<file path="src/rtl/score_display_pkg.sv">
// Shared definitions for the score display: FSM state encodings, default
// parameter values and small BCD helpers used by the top and the decoder.
package score_display_pkg;

    localparam int SCORE_REFRESH_DIV  = 50000;
    localparam int SCORE_SERVE_FRAMES = 60;
    localparam int SCORE_WIN_SCORE    = 9;

    typedef enum logic [1:0] {
        SCORE_IDLE  = 2'd0,
        SCORE_PAUSE = 2'd1,
        SCORE_PLAY  = 2'd2,
        SCORE_OVER  = 2'd3
    } score_state_e;

    // Active-low segments, all dark.
    localparam logic [6:0] SEG_BLANK = 7'b1111111;

    // Blink counter value loaded on entering OVER: bit 5 set, so the
    // display starts dark for 32 frames, then shows the score for 32.
    localparam logic [5:0] BLINK_START = 6'd32;

    // Two-digit BCD increment, units carry into tens, 99 wraps to 00.
    function automatic logic [7:0] bcd_inc(input logic [7:0] v);
        logic [7:0] r;
        r = v;
        if (v[3:0] >= 4'd9) begin
            r[3:0] = 4'd0;
            r[7:4] = (v[7:4] >= 4'd9) ? 4'd0 : v[7:4] + 4'd1;
        end else begin
            r[3:0] = v[3:0] + 4'd1;
        end
        return r;
    endfunction

    // Binary 0..99 to packed {tens, units} BCD.
    function automatic logic [7:0] to_bcd(input int v);
        int t;
        int u;
        t = v / 10;
        u = v % 10;
        return {t[3:0], u[3:0]};
    endfunction

endpackage

</file>
<file path="src/rtl/score_display_seg7_decode.sv">
// Combinational BCD to active-low seven-segment decoder.
// Ports: bcd[3:0] in, seg[6:0] out (seg[0]=a .. seg[6]=g); 10..15 are dark.
module seg7_decode
    import score_display_pkg::*;
(
    input  logic [3:0] bcd,
    output logic [6:0] seg
);

    always_comb begin
        seg = SEG_BLANK;
        unique case (bcd)
            4'd0:    seg = 7'b1000000;
            4'd1:    seg = 7'b1111001;
            4'd2:    seg = 7'b0100100;
            4'd3:    seg = 7'b0110000;
            4'd4:    seg = 7'b0011001;
            4'd5:    seg = 7'b0010010;
            4'd6:    seg = 7'b0000010;
            4'd7:    seg = 7'b1111000;
            4'd8:    seg = 7'b0000000;
            4'd9:    seg = 7'b0010000;
            default: seg = SEG_BLANK;
        endcase
    end

endmodule

</file>
<file path="src/rtl/score_display.sv">
// Pong score keeper: BCD scores, serve timing, win detection, and a
// multiplexed 4-digit active-low display that blinks when the game ends.
// Ports: clk, rst (sync, active-high), vblank, goal_left, goal_right,
//        new_game in; serve, game_over, winner, seg[6:0], an[3:0] out.
module score_display
    import score_display_pkg::*;
#(
    parameter int REFRESH_DIV  = SCORE_REFRESH_DIV,
    parameter int SERVE_FRAMES = SCORE_SERVE_FRAMES,
    parameter int WIN_SCORE    = SCORE_WIN_SCORE
) (
    input  logic       clk,
    input  logic       rst,
    input  logic       vblank,
    input  logic       goal_left,
    input  logic       goal_right,
    input  logic       new_game,
    output logic       serve,
    output logic       game_over,
    output logic       winner,
    output logic [6:0] seg,
    output logic [3:0] an
);

    localparam int RW = (REFRESH_DIV > 1) ? $clog2(REFRESH_DIV) : 1;
    localparam int FW = (SERVE_FRAMES < 1) ? 1 : $clog2(SERVE_FRAMES + 1);

    localparam logic [RW-1:0] REF_MAX   = RW'(REFRESH_DIV - 1);
    localparam logic [FW-1:0] FRAMES_LD = FW'(SERVE_FRAMES);
    localparam logic [7:0]    WIN_BCD   = to_bcd(WIN_SCORE);

    score_state_e  state_q, state_d;
    logic [7:0]    left_q, left_d;
    logic [7:0]    right_q, right_d;
    logic [FW-1:0] frame_q, frame_d;
    logic [5:0]    blink_q, blink_d;
    logic          vblank_q;
    logic [RW-1:0] refresh_q, refresh_d;
    logic [1:0]    idx_q, idx_d;
    logic          serve_q, serve_d;
    logic          game_over_q, game_over_d;
    logic          winner_q, winner_d;
    logic [6:0]    seg_q, seg_d;
    logic [3:0]    an_q, an_d;

    logic       vb_rise;
    logic       gl_only;
    logic       gr_only;
    logic [7:0] left_inc;
    logic [7:0] right_inc;
    logic [3:0] digit;
    logic [6:0] seg_dec;
    logic       blank;

    assign vb_rise   = vblank & ~vblank_q;
    assign gl_only   = goal_left & ~goal_right;
    assign gr_only   = goal_right & ~goal_left;
    assign left_inc  = bcd_inc(left_q);
    assign right_inc = bcd_inc(right_q);

    always_comb begin
        state_d     = state_q;
        left_d      = left_q;
        right_d     = right_q;
        frame_d     = frame_q;
        blink_d     = blink_q;
        serve_d     = 1'b0;
        game_over_d = game_over_q;
        winner_d    = winner_q;
        if (new_game) begin
            state_d     = SCORE_PAUSE;
            left_d      = 8'h00;
            right_d     = 8'h00;
            frame_d     = FRAMES_LD;
            game_over_d = 1'b0;
            winner_d    = 1'b0;
        end else begin
            unique case (state_q)
                SCORE_IDLE: begin
                end
                SCORE_PAUSE: begin
                    // A count of 0 or 1 means this edge finishes the wait.
                    if (vb_rise) begin
                        if (frame_q <= FW'(1)) begin
                            frame_d = '0;
                            serve_d = 1'b1;
                            state_d = SCORE_PLAY;
                        end else begin
                            frame_d = frame_q - FW'(1);
                        end
                    end
                end
                SCORE_PLAY: begin
                    if (gr_only) begin
                        left_d = left_inc;
                        if (left_inc == WIN_BCD) begin
                            state_d     = SCORE_OVER;
                            game_over_d = 1'b1;
                            winner_d    = 1'b0;
                            blink_d     = BLINK_START;
                        end else begin
                            state_d = SCORE_PAUSE;
                            frame_d = FRAMES_LD;
                        end
                    end else if (gl_only) begin
                        right_d = right_inc;
                        if (right_inc == WIN_BCD) begin
                            state_d     = SCORE_OVER;
                            game_over_d = 1'b1;
                            winner_d    = 1'b1;
                            blink_d     = BLINK_START;
                        end else begin
                            state_d = SCORE_PAUSE;
                            frame_d = FRAMES_LD;
                        end
                    end
                end
                SCORE_OVER: begin
                    if (vb_rise) begin
                        blink_d = blink_q + 6'd1;
                    end
                end
            endcase
        end
    end

    always_comb begin
        refresh_d = refresh_q + RW'(1);
        idx_d     = idx_q;
        if (refresh_q == REF_MAX) begin
            refresh_d = '0;
            idx_d     = idx_q - 2'd1;
        end
    end

    always_comb begin
        digit = right_q[3:0];
        unique case (idx_q)
            2'd3: digit = left_q[7:4];
            2'd2: digit = left_q[3:0];
            2'd1: digit = right_q[7:4];
            2'd0: digit = right_q[3:0];
        endcase
    end

    seg7_decode u_dec (
        .bcd (digit),
        .seg (seg_dec)
    );

    assign blank = (state_q == SCORE_OVER) && blink_q[5];

    always_comb begin
        an_d  = ~(4'b0001 << idx_q);
        seg_d = seg_dec;
        if (blank) begin
            an_d  = 4'b1111;
            seg_d = SEG_BLANK;
        end
    end

    always_ff @(posedge clk) begin
        if (rst) begin
            state_q     <= SCORE_IDLE;
            left_q      <= 8'h00;
            right_q     <= 8'h00;
            frame_q     <= '0;
            blink_q     <= '0;
            vblank_q    <= 1'b0;
            refresh_q   <= '0;
            idx_q       <= 2'd0;
            serve_q     <= 1'b0;
            game_over_q <= 1'b0;
            winner_q    <= 1'b0;
            seg_q       <= SEG_BLANK;
            an_q        <= 4'b1111;
        end else begin
            state_q     <= state_d;
            left_q      <= left_d;
            right_q     <= right_d;
            frame_q     <= frame_d;
            blink_q     <= blink_d;
            vblank_q    <= vblank;
            refresh_q   <= refresh_d;
            idx_q       <= idx_d;
            serve_q     <= serve_d;
            game_over_q <= game_over_d;
            winner_q    <= winner_d;
            seg_q       <= seg_d;
            an_q        <= an_d;
        end
    end

    assign serve     = serve_q;
    assign game_over = game_over_q;
    assign winner    = winner_q;
    assign seg       = seg_q;
    assign an        = an_q;

endmodule
</file>
<file path="config.mk">
export PLATFORM = sky130hd
export DESIGN_NAME = score_display
export DESIGN_NICKNAME = d
export VERILOG_FILES = /design/src/rtl/score_display_pkg.sv /design/src/rtl/score_display_seg7_decode.sv /design/src/rtl/score_display.sv
export SDC_FILE = /design/constraint.sdc
export NUM_CORES = 1
export LEC_CHECK = 0
export CAP_MARGIN = 15
export CORE_MARGIN = 2
export CORE_UTILIZATION = 54
export DETAILED_ROUTE_END_ITERATION = 6
export PLACE_DENSITY = 0.76
export SLEW_MARGIN = 20
export SYNTH_ARGS = -nofsm -noshare
export SYNTH_HDL_FRONTEND = slang
export SYNTH_SLANG_ARGS = --single-unit
export TNS_END_PERCENT = 100
</file>
<file path="constraint.sdc">
create_clock -name clk -period 2.35 [get_ports clk]
set_clock_uncertainty 0.2 [all_clocks]
set_input_delay 0.235 -clock clk [delete_from_list [all_inputs] [get_ports clk]]
set_output_delay 0.235 -clock clk [all_outputs]
set_load 0.02 [all_outputs]
</file>
Yosys cells after proc, flatten, opt, wreduce, memory -nomap -nowiden

Memory sizes are Yosys's and may differ from the RTL's. A register that Yosys moved wholly into a read port is not among the register bits.
Cells that the tools add are included.

Eq/ne operators: 23
Reductions and logical operators: 19
$add $sub $neg: 8
Bitwise gates (word level): 11
Shifts and indexed selects: 1
Mux-type cells: 36
Order comparisons: 5

Operator list:

| operator                                             | number |
|---|---|
| two-way mux 6 bit                                    | 12 |
| two-way mux 4 bit                                    | 6 |
| one-hot mux 6 bit (2 select lines)                   | 2 |
| != test 3 bit (second input constant)                | 7 |
| adder 16 x 1 -> 16 bit (second input constant)       | 1 |
| adder 4 x 1 -> 4 bit (second input constant)         | 4 |
| == test 16 bit (second input constant)               | 1 |
| == test 8 x 4 -> 1 bit (second input constant)       | 2 |
| >= comparator 4 bit (second input constant)          | 4 |
| one-hot mux 4 bit (4 select lines)                   | 1 |
| two-way mux 2 bit                                    | 6 |
| != test 4 bit (second input constant)                | 3 |
| AND reduction 4 bit                                  | 3 |
| AND reduction 5 bit                                  | 2 |
| == test 2 bit (second input constant)                | 4 |
| two-way mux 1 bit                                    | 8 |
| nonzero test 2 bit                                   | 4 |
| inverter 1 bit                                       | 7 |
| adder 6 x 1 -> 6 bit (second input constant)         | 1 |
| <= comparator 6 x 1 -> 1 bit (second input constant) | 1 |
| != test 2 bit (second input constant)                | 3 |
| AND reduction 6 bit                                  | 1 |
| OR reduction 2 bit                                   | 3 |
| subtractor 6 x 1 -> 6 bit (second input constant)    | 1 |
| 13 further kinds                                     | 16 |

Flip-flop bits (word level): 56
Output and inout port bits: 14
Word-level logic and storage cells: 118
Input bits: 6
Memories: 1
ROM bits: 112

Memories:

| name            | words | width | rd ports | clocked after Yosys merged registers in | wr ports | line                            | source |
|---|---|---|---|---|---|---|---|
| (no name shown) | 16    | 7     | 1        | 1                                       | 0        | score_display_seg7_decode.sv:12 | `unique case (bcd)` |

Longest topological paths before layout

Word-level depth: 9
Mapped depth: 9
Depth with buffers taken out: 9

Hierarchy

Synthesis repeated with hierarchy kept, for this count alone.

Cell total of the unflattened synthesis: 400
Area, all modules: 3457.1 um2

Modules (own cells, without submodules):

| module        | cells each | area an instance (um2) | times used | seq. area each (um2) |
|---|---|---|---|---|
| score_display | 367        | 3246.9                 | 1          | 1261.2 |
| seg7_decode   | 33         | 210.2                  | 1          | 0.0 |

Worst setup path before layout

OpenSTA, ideal clock, no wires.

Path type: flip-flop to flip-flop
Start: register idx_q[1]
End: register seg_q[0], in the netlist seg[0]
Data arrival time: 1857 ps
Library setup time: 136 ps
Data required time: 2014 ps
Setup slack: 157 ps
Buffers on the path: 0
Period minus slack after synthesis: 2193 ps
Cell stages (with the launch flop): 10
Path through: dfxtp_1 inv_1 ha_1 a222oi_1 mux2_2 inv_1 ha_1 or2_0 a21oi_1 o21ai_0

Longest elaborated chain between the ends: 2
Elaborated cells between the ends (all ways): 5
Classes of those cells: eq/ne: 3; mux: 1; reduce/logical: 1

RTL lines:

| element                                        | line                 | source |
|---|---|---|
| from (decl)                                    | score_display.sv:39  | `logic [1:0] idx_q, idx_d;` |
| from (signal assigned)                         | score_display.sv:185 | `idx_q <= idx_d;` |
| == test 2 x 1 -> 1 bit (tied with other cells) | score_display.sv:138 | `unique case (idx_q)` |
| one-hot mux 4 bit (4 select lines) *           | score_display.sv:138 |  |
| to (decl)                                      | score_display.sv:43  | `logic [6:0] seg_q, seg_d;` |

Every way passes the cells marked *; elsewhere a longest branch is shown, timed or not.
A chain may end at the register's enable or synchronous reset.

Final worst setup path

Start: register left_q[0]
End: register frame_q[3]

Longest elaborated chain between the ends: 5
Elaborated cells between the ends (all ways): 7
Classes of those cells: add/sub: 1; order compare: 1; eq/ne: 2; mux: 2; reduce/logical: 1

RTL lines:

| element                                                     | line                                             | source |
|---|---|---|
| from (decl)                                                 | score_display.sv:33                              | `logic [7:0] left_q, left_d;` |
| from (signal assigned)                                      | score_display.sv:179                             | `left_q <= left_d;` |
| adder 4 x 1 -> 4 bit or >= comparator 4 bit (tied branches) | score_display_pkg.sv:31, score_display_pkg.sv:27 |  |
| two-way mux 4 bit                                           | score_display_pkg.sv:27                          | `if (v[3:0] >= 4'd9) begin` |
| == test 8 x 4 -> 1 bit *                                    | score_display.sv:96                              | `if (left_inc == WIN_BCD) begin` |
| != test 4 bit (no line) *                                   | -                                                |  |
| AND reduction 5 bit (no line) *                             | -                                                |  |
| to (signal assigned)                                        | score_display.sv:181                             | `frame_q <= frame_d;` |
| to (decl)                                                   | score_display.sv:35                              | `logic [FW-1:0] frame_q, frame_d;` |

Marked as above.

==> key figures <==
Cells and area
  • Area growth syn-to-layout: 16.85%
  • Final #Nets: 482
  • Layout cells sized above 1: between 10% and 20%
  • Ant diodes: 0
  • Fin cells: between 500 and 600

Setup path
  • Crit Path Category: reg -> reg
  • Crit path DAT: 2.30 ns
  • CP Launch Type: flip-flop
  • CP max FO: 6
  • R2R cell count: 7
  • Crit path capture type: flip-flop
  • Critical Path RT: ~2.4 ns

GRT
  • Antenna violations before repair: 0
  • Total GRT Usage: about 22%
  • Largest net degree at the start of global routing: 15
  • First-pass GRT wire length: 12970 um
  • Vias in the first global route: 2921
  • GRT overflow: 0

Synthesis
  • Number of synthesized flops with an enable pin: 0
  • Ys async rst share: 0%
  • Gate Count Post-Synth: approximately 410
  • Register area share after synthesis: 35.32%
  • Post-synthesis register bit count: 63
  • Synth Flop Type: dfxtp_1
  • Synth warn: 0
  • Mean Syn Cell Area: just under 9 sq um
  • Syn Std Cell Area: ~3600 sq um
  • Syn_nets: ~450
  • Count of cell types in the netlist: 67

Power
  • Peak supply drop: ~0.58 mV
  • P_leak: approximately 1.6 nW
  • Power Density: 571.7 nW/um^2

Place
  • I/O Buffers: 19
  • GPL Wtd Cong: roughly 0.86
  • Setup WS pre-CTS: between 0.015 and 0.02 ns
  • Inst Count DP: slightly above 500
  • Post-DP HPWL: about 5500 um

Detailed routing
  • WL per Instance: ~14 um
  • First-pass DRT Iterations: 4
  • Remaining antenna violation count: 0
  • Detailed-route via count: 3039
  • Final WL: 7561 um
  • Vias per std cell: 5.756
  • Remaining DRCs: 0
  • Initial detailed-routing violation count: about 250

Outcome
  • Status: complete, no violations

Clocking
  • Clock tree buffer depth: 2
  • CTS buffer count: 9
  • # hold bufs at CTS: 0
  • Root Driver: clkbuf_8
  • CTS tree: done
  • # H-tree levels: 3
  • CTS clock-pin slew for the worst setup and hold paths: approximately 0.07 ns
  • Worst-skew pair later-pin latency: 0.33 ns
  • CTS Sinks: 63

STA
  • Worst hold margin: 0.2629 ns
  • Max Clk Rate: 0.4438 GHz
  • Max_slew headroom: a little under three fifths
  • Hold Vio Cnt, Final: 0
  • Worst setup margin: 0.09661 ns
  • Final min period: ~2.3 ns
  • Setup TNS Final: 0 ns
  • Final Setup Violations: 0
  • Slew Limit Fails: 0
  • Tightest Pin Transition: between 0.6 and 0.7 ns
  • Crit share post-route: between 90% and 100%

Die
  • Num rows: 29
  • Core area: between 6000 and 7000 sq um
  • Io pins: 20
  • Initial core utilization: between 50% and 60%
  • Die W: about 85 um
  • Chip height: 85.32 um
  • Die ar.: between 7000 and 8000 sq um

Worst hold path
  • Worst Hold Class: reg -> reg
  • WHS Path Cells: 1

Run
  • Max-Cap Viols: 0
==> through the flow <==
step                cell area, sq um  utilization [%]  total power [mW]
floorplan                       3571                -             1.264
global placement                3913            61.27             1.325
detailed placement              3913            61.27             1.331
CTS                             4144            64.89             2.406
global route                    4173            65.34             2.469
finish                          4173            65.34             2.385
==> timing repair <==
action,CTS,global route
setup buffers,0,1
pin swaps,0,1
gates resized for setup,1,7
setup endpoints to repair,1,6
==> layout make-up <==
class                           count  area [sq um]
Multi-Input combinational cell    313          2182
Clock inverter                      3         65.06
Sequential cell                    63          1264
Inverter                           26         97.59
Clock buffer                       12         165.2
Tap cell                           77         96.34
Timing Repair Buffer               34         302.8
Fill cell                         534          2213
==> layout by cell type (no fill, tap or decap), types with 2 or more instances in the layout <==
cell type and instances:
ha_2 3, clkdlybuf4s50_1 19, and2_1 6, nor2b_1 5, dfxtp_2 2, ha_1 26
or2_2 2, o21a_1 2, or3_1 2, o32ai_2 5, bufinv_16 2, nand4_1 7
o22ai_1 3, a41oi_1 3, o21ai_0 15, nand3b_1 3, clkbuf_8 12, nor4b_1 2
nand2_1 38, and3_1 9, xnor2_1 9, inv_1 25, dfxtp_1 61, nor2_1 49
a21oi_1 29, nand2b_1 5, nand4_2 2, a222oi_1 4, nand3_1 14, nor3_1 12
a31oi_1 5, o41ai_1 2, buf_4 15, a21oi_2 3, o21ai_1 2, mux2i_1 4
nor3b_1 3, xor2_1 7
==> synthesized netlist by cell type (5+ instances only) <==
cell type	count	area [sq um]
ha_1	29	362.9
xnor2_1	9	78.83
a31oi_1	5	31.28
and3_1	9	56.30
nand2_1	38	142.6
nor2_1	49	183.9
nand3_1	14	70.07
clkbuf_1	6	22.52
xor2_1	7	61.31
nand2b_1	5	31.28
inv_1	25	93.84
and2_1	6	37.54
nor3_1	12	60.06
dfxtp_1	63	1261
nand4_1	7	43.79
o32ai_2	5	81.33
o21ai_0	15	75.07
nor2b_1	5	31.28
a21oi_1	30	150.1
==> flip-flops by register name, indices dropped and copies added, names as in the netlist <==
signal     cells
vblank_q       1
left_q         8
frame_q        6
game_over      1
an             4
winner         1
blink_q        6
state_q        2
right_q        8
idx_q          2
seg            7
refresh_q     16
serve          1
==> power breakdown <==
part | switching, mW | internal [mW] | leakage [nW]
Sequential | 0.0213 | 1.09 | 0.514
Combinational | 0.113 | 0.0850 | 0.935
Clock | 0.399 | 0.677 | 0.118
Total | 0.532 | 1.85 | 1.57
==> final timing paths <==
check / from / slack, ns / to
min reg2reg: refresh_q[0] / 0.26 / refresh_q[0]
min: refresh_q[0] / 0.26 / refresh_q[0]
max: left_q[0] / 0.1 / frame_q[3]
max reg2reg: left_q[0] / 0.1 / frame_q[3]
==> critical path, cell delays in order, from the launching register on <==
cell,delay [ns]
dfxtp_1,0.47
inv_1,0.12
ha_1,0.31
nor2_1,0.19
o2111ai_4,0.20
o211ai_4,0.30
a21oi_1,0.17
o32ai_2,0.22
==> cells by family (layout without fill, tap and decap cells) <==
kind of cell | after synthesis | in the layout | synth area share (%)
compound gates | 88 | 88 | 18.50
xor+xnor | 16 | 16 | 3.924
fa+ha+maj | 29 | 29 | 10.16
buf+inv | 37 | 75 | 4.135
flops | 63 | 63 | 35.32
mux | 6 | 6 | 1.822
simple gates | 174 | 174 | 26.14
==> per-layer routing <==
layer  wire, um  vias up  share of wire, %  GRT usage (%)
li1           -     1537                 -              -
met1       3335     1410                44          27.48
met2       3690       81                49          36.86
met3        443       11               5.9          5.253
met4         91        0               1.2          8.658
met5          0        -                 0              0
Note: power is estimated with default switching activity, not from simulation.
==> RTL edit 1: new RTL, same flow settings <==
The 4 states of `score_state_e` get a Gray code encoding in 2 bits.
--- a/src/rtl/score_display_pkg.sv
+++ b/src/rtl/score_display_pkg.sv
@@ -7,10 +7,10 @@
     localparam int SCORE_WIN_SCORE    = 9;
 
     typedef enum logic [1:0] {
-        SCORE_IDLE  = 2'd0,
-        SCORE_PAUSE = 2'd1,
-        SCORE_PLAY  = 2'd2,
-        SCORE_OVER  = 2'd3
+        SCORE_IDLE  = 2'b00,
+        SCORE_PAUSE = 2'b01,
+        SCORE_PLAY  = 2'b11,
+        SCORE_OVER  = 2'b10
     } score_state_e;
 
     // Active-low segments, all dark.
Check against the original RTL: same outputs for any inputs over 10 cycles, from zero or initial values and one cycle with rst high; not proved beyond that.
==> RTL edit 1 against the unedited design <==
Area after synthesis is 4.3% lower. Power is 8.2% lower. Cell area is 0.48% lower. Setup slack better by 0.062 ns. Maximum frequency is 2.8% higher. Synthesized cell count is 0.48% higher. Utilization is 3.6 points higher. Sequential cell count stayed put. Wire length is 3.3% lower. Critical path type unchanged. Largest cell class unchanged.
==> RTL edit 1: results <==
[outcome]
outcome = "finished clean"

[final_layout]
buffers = 54
multi_input_area_um2 = 2050
nets = 502
seq_area_frac = 0.306
n_fill_cell = 501
clk_share = 0.0455
layout-drive-gt1-share = 0.157
area_share_nonclk_buffers = 0.109
seq_cell_count = 63

[critical_path]
cpPeakStageDelay_ns = 0.41
critical_path_arrival_ns = 2.22
cp_max_fo = 5

[route]
wl_met2_um = 3550
m1WireLength_um = 3470
dr_wl_met3_um = 245
drt-total-wl_um = 7310
drt-vias-per-instance = 5.59
drc = 0
first_iter_violations = 155

[grt]
met1_usage = 0.269
grt_pass1_vias = 2901
grt_usage = 0.215
grt_pass1_wl_um = 12500
grtUsageMet3 = 0.0435

[synthesis]
synthMuxAreaShare = 0.0187
synth_cell_type_count = 56
synthCells = 415
synthAdderAreaFrac = 0.106
synth_nets = 450
synth_xor_area_frac = 0.0436
synthTopCellsByCount = "dfxtp_1, nor2_1, nand2_1"
synth-compound-area-share = 0.161
synth_area_leaders = "dfxtp_1, ha_1, nor2_1"

[timing]
max_slew.worst_pin.slew_ns = 0.698

[place]
gp_congestion = 0.891
dp_hpwl_um = 5370
place_area_um2 = 3890
place_ws_ns = -0.211
dp_cells = 529

[power_and_ir_drop]
combPwrFrac = 0.077
powerComb_mw = 0.168
leakage_nw = 1.64
irDropWorstVdd_mv = 0.373

[die]
core_area_um2 = 6030
-- RTL edit 1: changes by cell type in the layout (fill, tap and decap cells not counted), sizes merged, moves of 4 or more --
cell   unedited run  this run
and2              7         0
buf              15        35
nand3            14        18
nand4             9         4
nor2             49        53
nor3             12        19
o32ai             6         0
-- RTL edit 1: logic make-up after synthesis --
group	count (synthesis)
AND/OR/NAND/NOR	175
multiplexers	6
AO/OA/AOI/OAI	86
buffers and inverters	39
flip-flops	63
adder cells (fa/ha/maj)	29
XOR/XNOR	17
-- RTL edit 1: path summary, 6_finish.rpt --
check | to | slack (ns) | start
worst max-delay path | blink_q[1] | 0.16 | right_q[1]
worst min-delay path | refresh_q[0] | 0.25 | refresh_q[0]
worst max register to register | blink_q[1] | 0.16 | right_q[1]
worst min register to register | refresh_q[0] | 0.25 | refresh_q[0]
-- RTL edit 1: repair_timing --
item | CTS | global route
gates resized for setup | 0 | 18
setup endpoints to repair | 0 | 16
hold buffers | 0 | 0
buffers inserted | 0 | 2
==> RTL edit 2: new RTL, same settings <==
Made on the original files. Change the package constant `SCORE_REFRESH_DIV` from 50000 to 12500.
--- a/src/rtl/score_display_pkg.sv
+++ b/src/rtl/score_display_pkg.sv
@@ -2,7 +2,7 @@
 // parameter values and small BCD helpers used by the top and the decoder.
 package score_display_pkg;
 
-    localparam int SCORE_REFRESH_DIV  = 50000;
+    localparam int SCORE_REFRESH_DIV  = 12500;
     localparam int SCORE_SERVE_FRAMES = 60;
     localparam int SCORE_WIN_SCORE    = 9;
 
Behaviour: same outputs for any inputs over 10 cycles, from zero or initial values and one cycle with rst high; that may be too few to reach the edited logic, so the function may still have changed.
==> RTL edit 2 against the unedited design <==
Area after synthesis is 7.7% lower. Die area decreased by 7.3%. Sequential cell count is 2 lower. Cell area decreased by 4.6%. Worst hold slack worse by 0.020 ns. Wire length is 8.3% lower. Power decreased by 5.0%. Non-clock buffer count grew 6. Setup slack worse by 0.0063 ns. Sequential share of layout area increased by 0.60 points. Maximum frequency shrank 0.28%. Via count fell by 5.6%. Critical path type unchanged.
==> RTL edit 2: results <==
[outcome]
outcome = "finished clean"

[synthesis]
synthTopCellsByCount = "dfxtp_1, nor2_1, nand2_1"
synth_cell_type_count = 55
synth_area_leaders = "dfxtp_1, ha_1, nor2_1"
synth_nets = 419

[final_layout]
top_regs = "refresh_q: 14 flops, left_q: 8 flops, right_q: 8 flops"
layout-drive-gt1-share = 0.137
nets = 460

[place]
place_ws_ns = -0.0622
dp_hpwl_um = 5030
gp_congestion = 0.920
place_area_um2 = 3700

[power_and_ir_drop]
pg_seq_mw = 1.07
combPwrFrac = 0.063
p_int_mw = 1.77
leakage_nw = 1.51

[timing]
max_slew.worst_pin.slew_ns = 0.636

[critical_path]
cpMaxStageDelayCell = "a222oi_1"
cp_max_fo = 5

[grt]
grt_pass1_wl_um = 11700
grt_pass1_vias = 2678
grt_usage = 0.223
grt_max_degree = 20

[route]
drt-total-wl_um = 6930
dr_total_vias = 2870
drtPass1Iterations = 6
==> RTL edit 2: repair_timing <==
| action | in CTS | in global routing |
|---|---|---|
| endpoints found under the hold margin | 0 | 0 |
| hold buffers | 0 | 0 |
| resized for setup | 3 | 12 |
| setup endpoints to repair | 2 | 11 |
| setup buffers | 0 | 1 |
| pin swaps | 1 | 2 |
==> RTL edit 2: routing by layer <==
| layer | vias up | GRT usage | wire (um) |
|---|---|---|---|
| met5 | - | 0 | 0 |
| met4 | 0 | 0.100 | 119 |
| met3 | 10 | 0.0402 | 260 |
| met2 | 61 | 0.372 | 3410 |
| met1 | 1346 | 0.280 | 3150 |
| li1 | 1453 | - | - |
==> RTL edit 2: per-stage QoR <==
stage	std cells	TNS (ns)
final	505	0
after floorplan	384	0
after global routing	505	-0.00289
after CTS	504	0
after detailed placement	488	-0.301
after global placement	488	-0.0462
==> RTL edit 2: cell families (layout without fill, tap and decap cells) <==
logic type               after synthesis  after routing  share of synthesized area
flip-flops                            61             61                      0.370
AO/OA/AOI/OAI                         72             72                      0.149
XOR/XNOR                              14             14                     0.0372
multiplexers                           6              6                     0.0186
buffers and inverters                 32             78                     0.0380
adder cells (fa/ha/maj)               29             29                      0.110
AND/OR/NAND/NOR                      170            170                      0.277
==> RTL edit 2: worst paths after layout <==
check,from,endpoint,slack [ns],cells after the start
max,idx_q[1],seg[3],0.09,9
min,refresh_q[0],refresh_q[0],0.24,1
max reg2reg,idx_q[1],seg[3],0.09,9
min reg2reg,refresh_q[0],refresh_q[0],0.24,1
==> RTL edit 2: final cells by class <==
class                           instances  area [um2]
Fill cell                             480        1940
Inverter                               22        82.6
Multi-Input combinational cell        291        1990
Clock inverter                          4        70.1
Tap cell                               75        93.8
Sequential cell                        61        1230
Clock buffer                           12         155
Timing Repair Buffer                   40         360
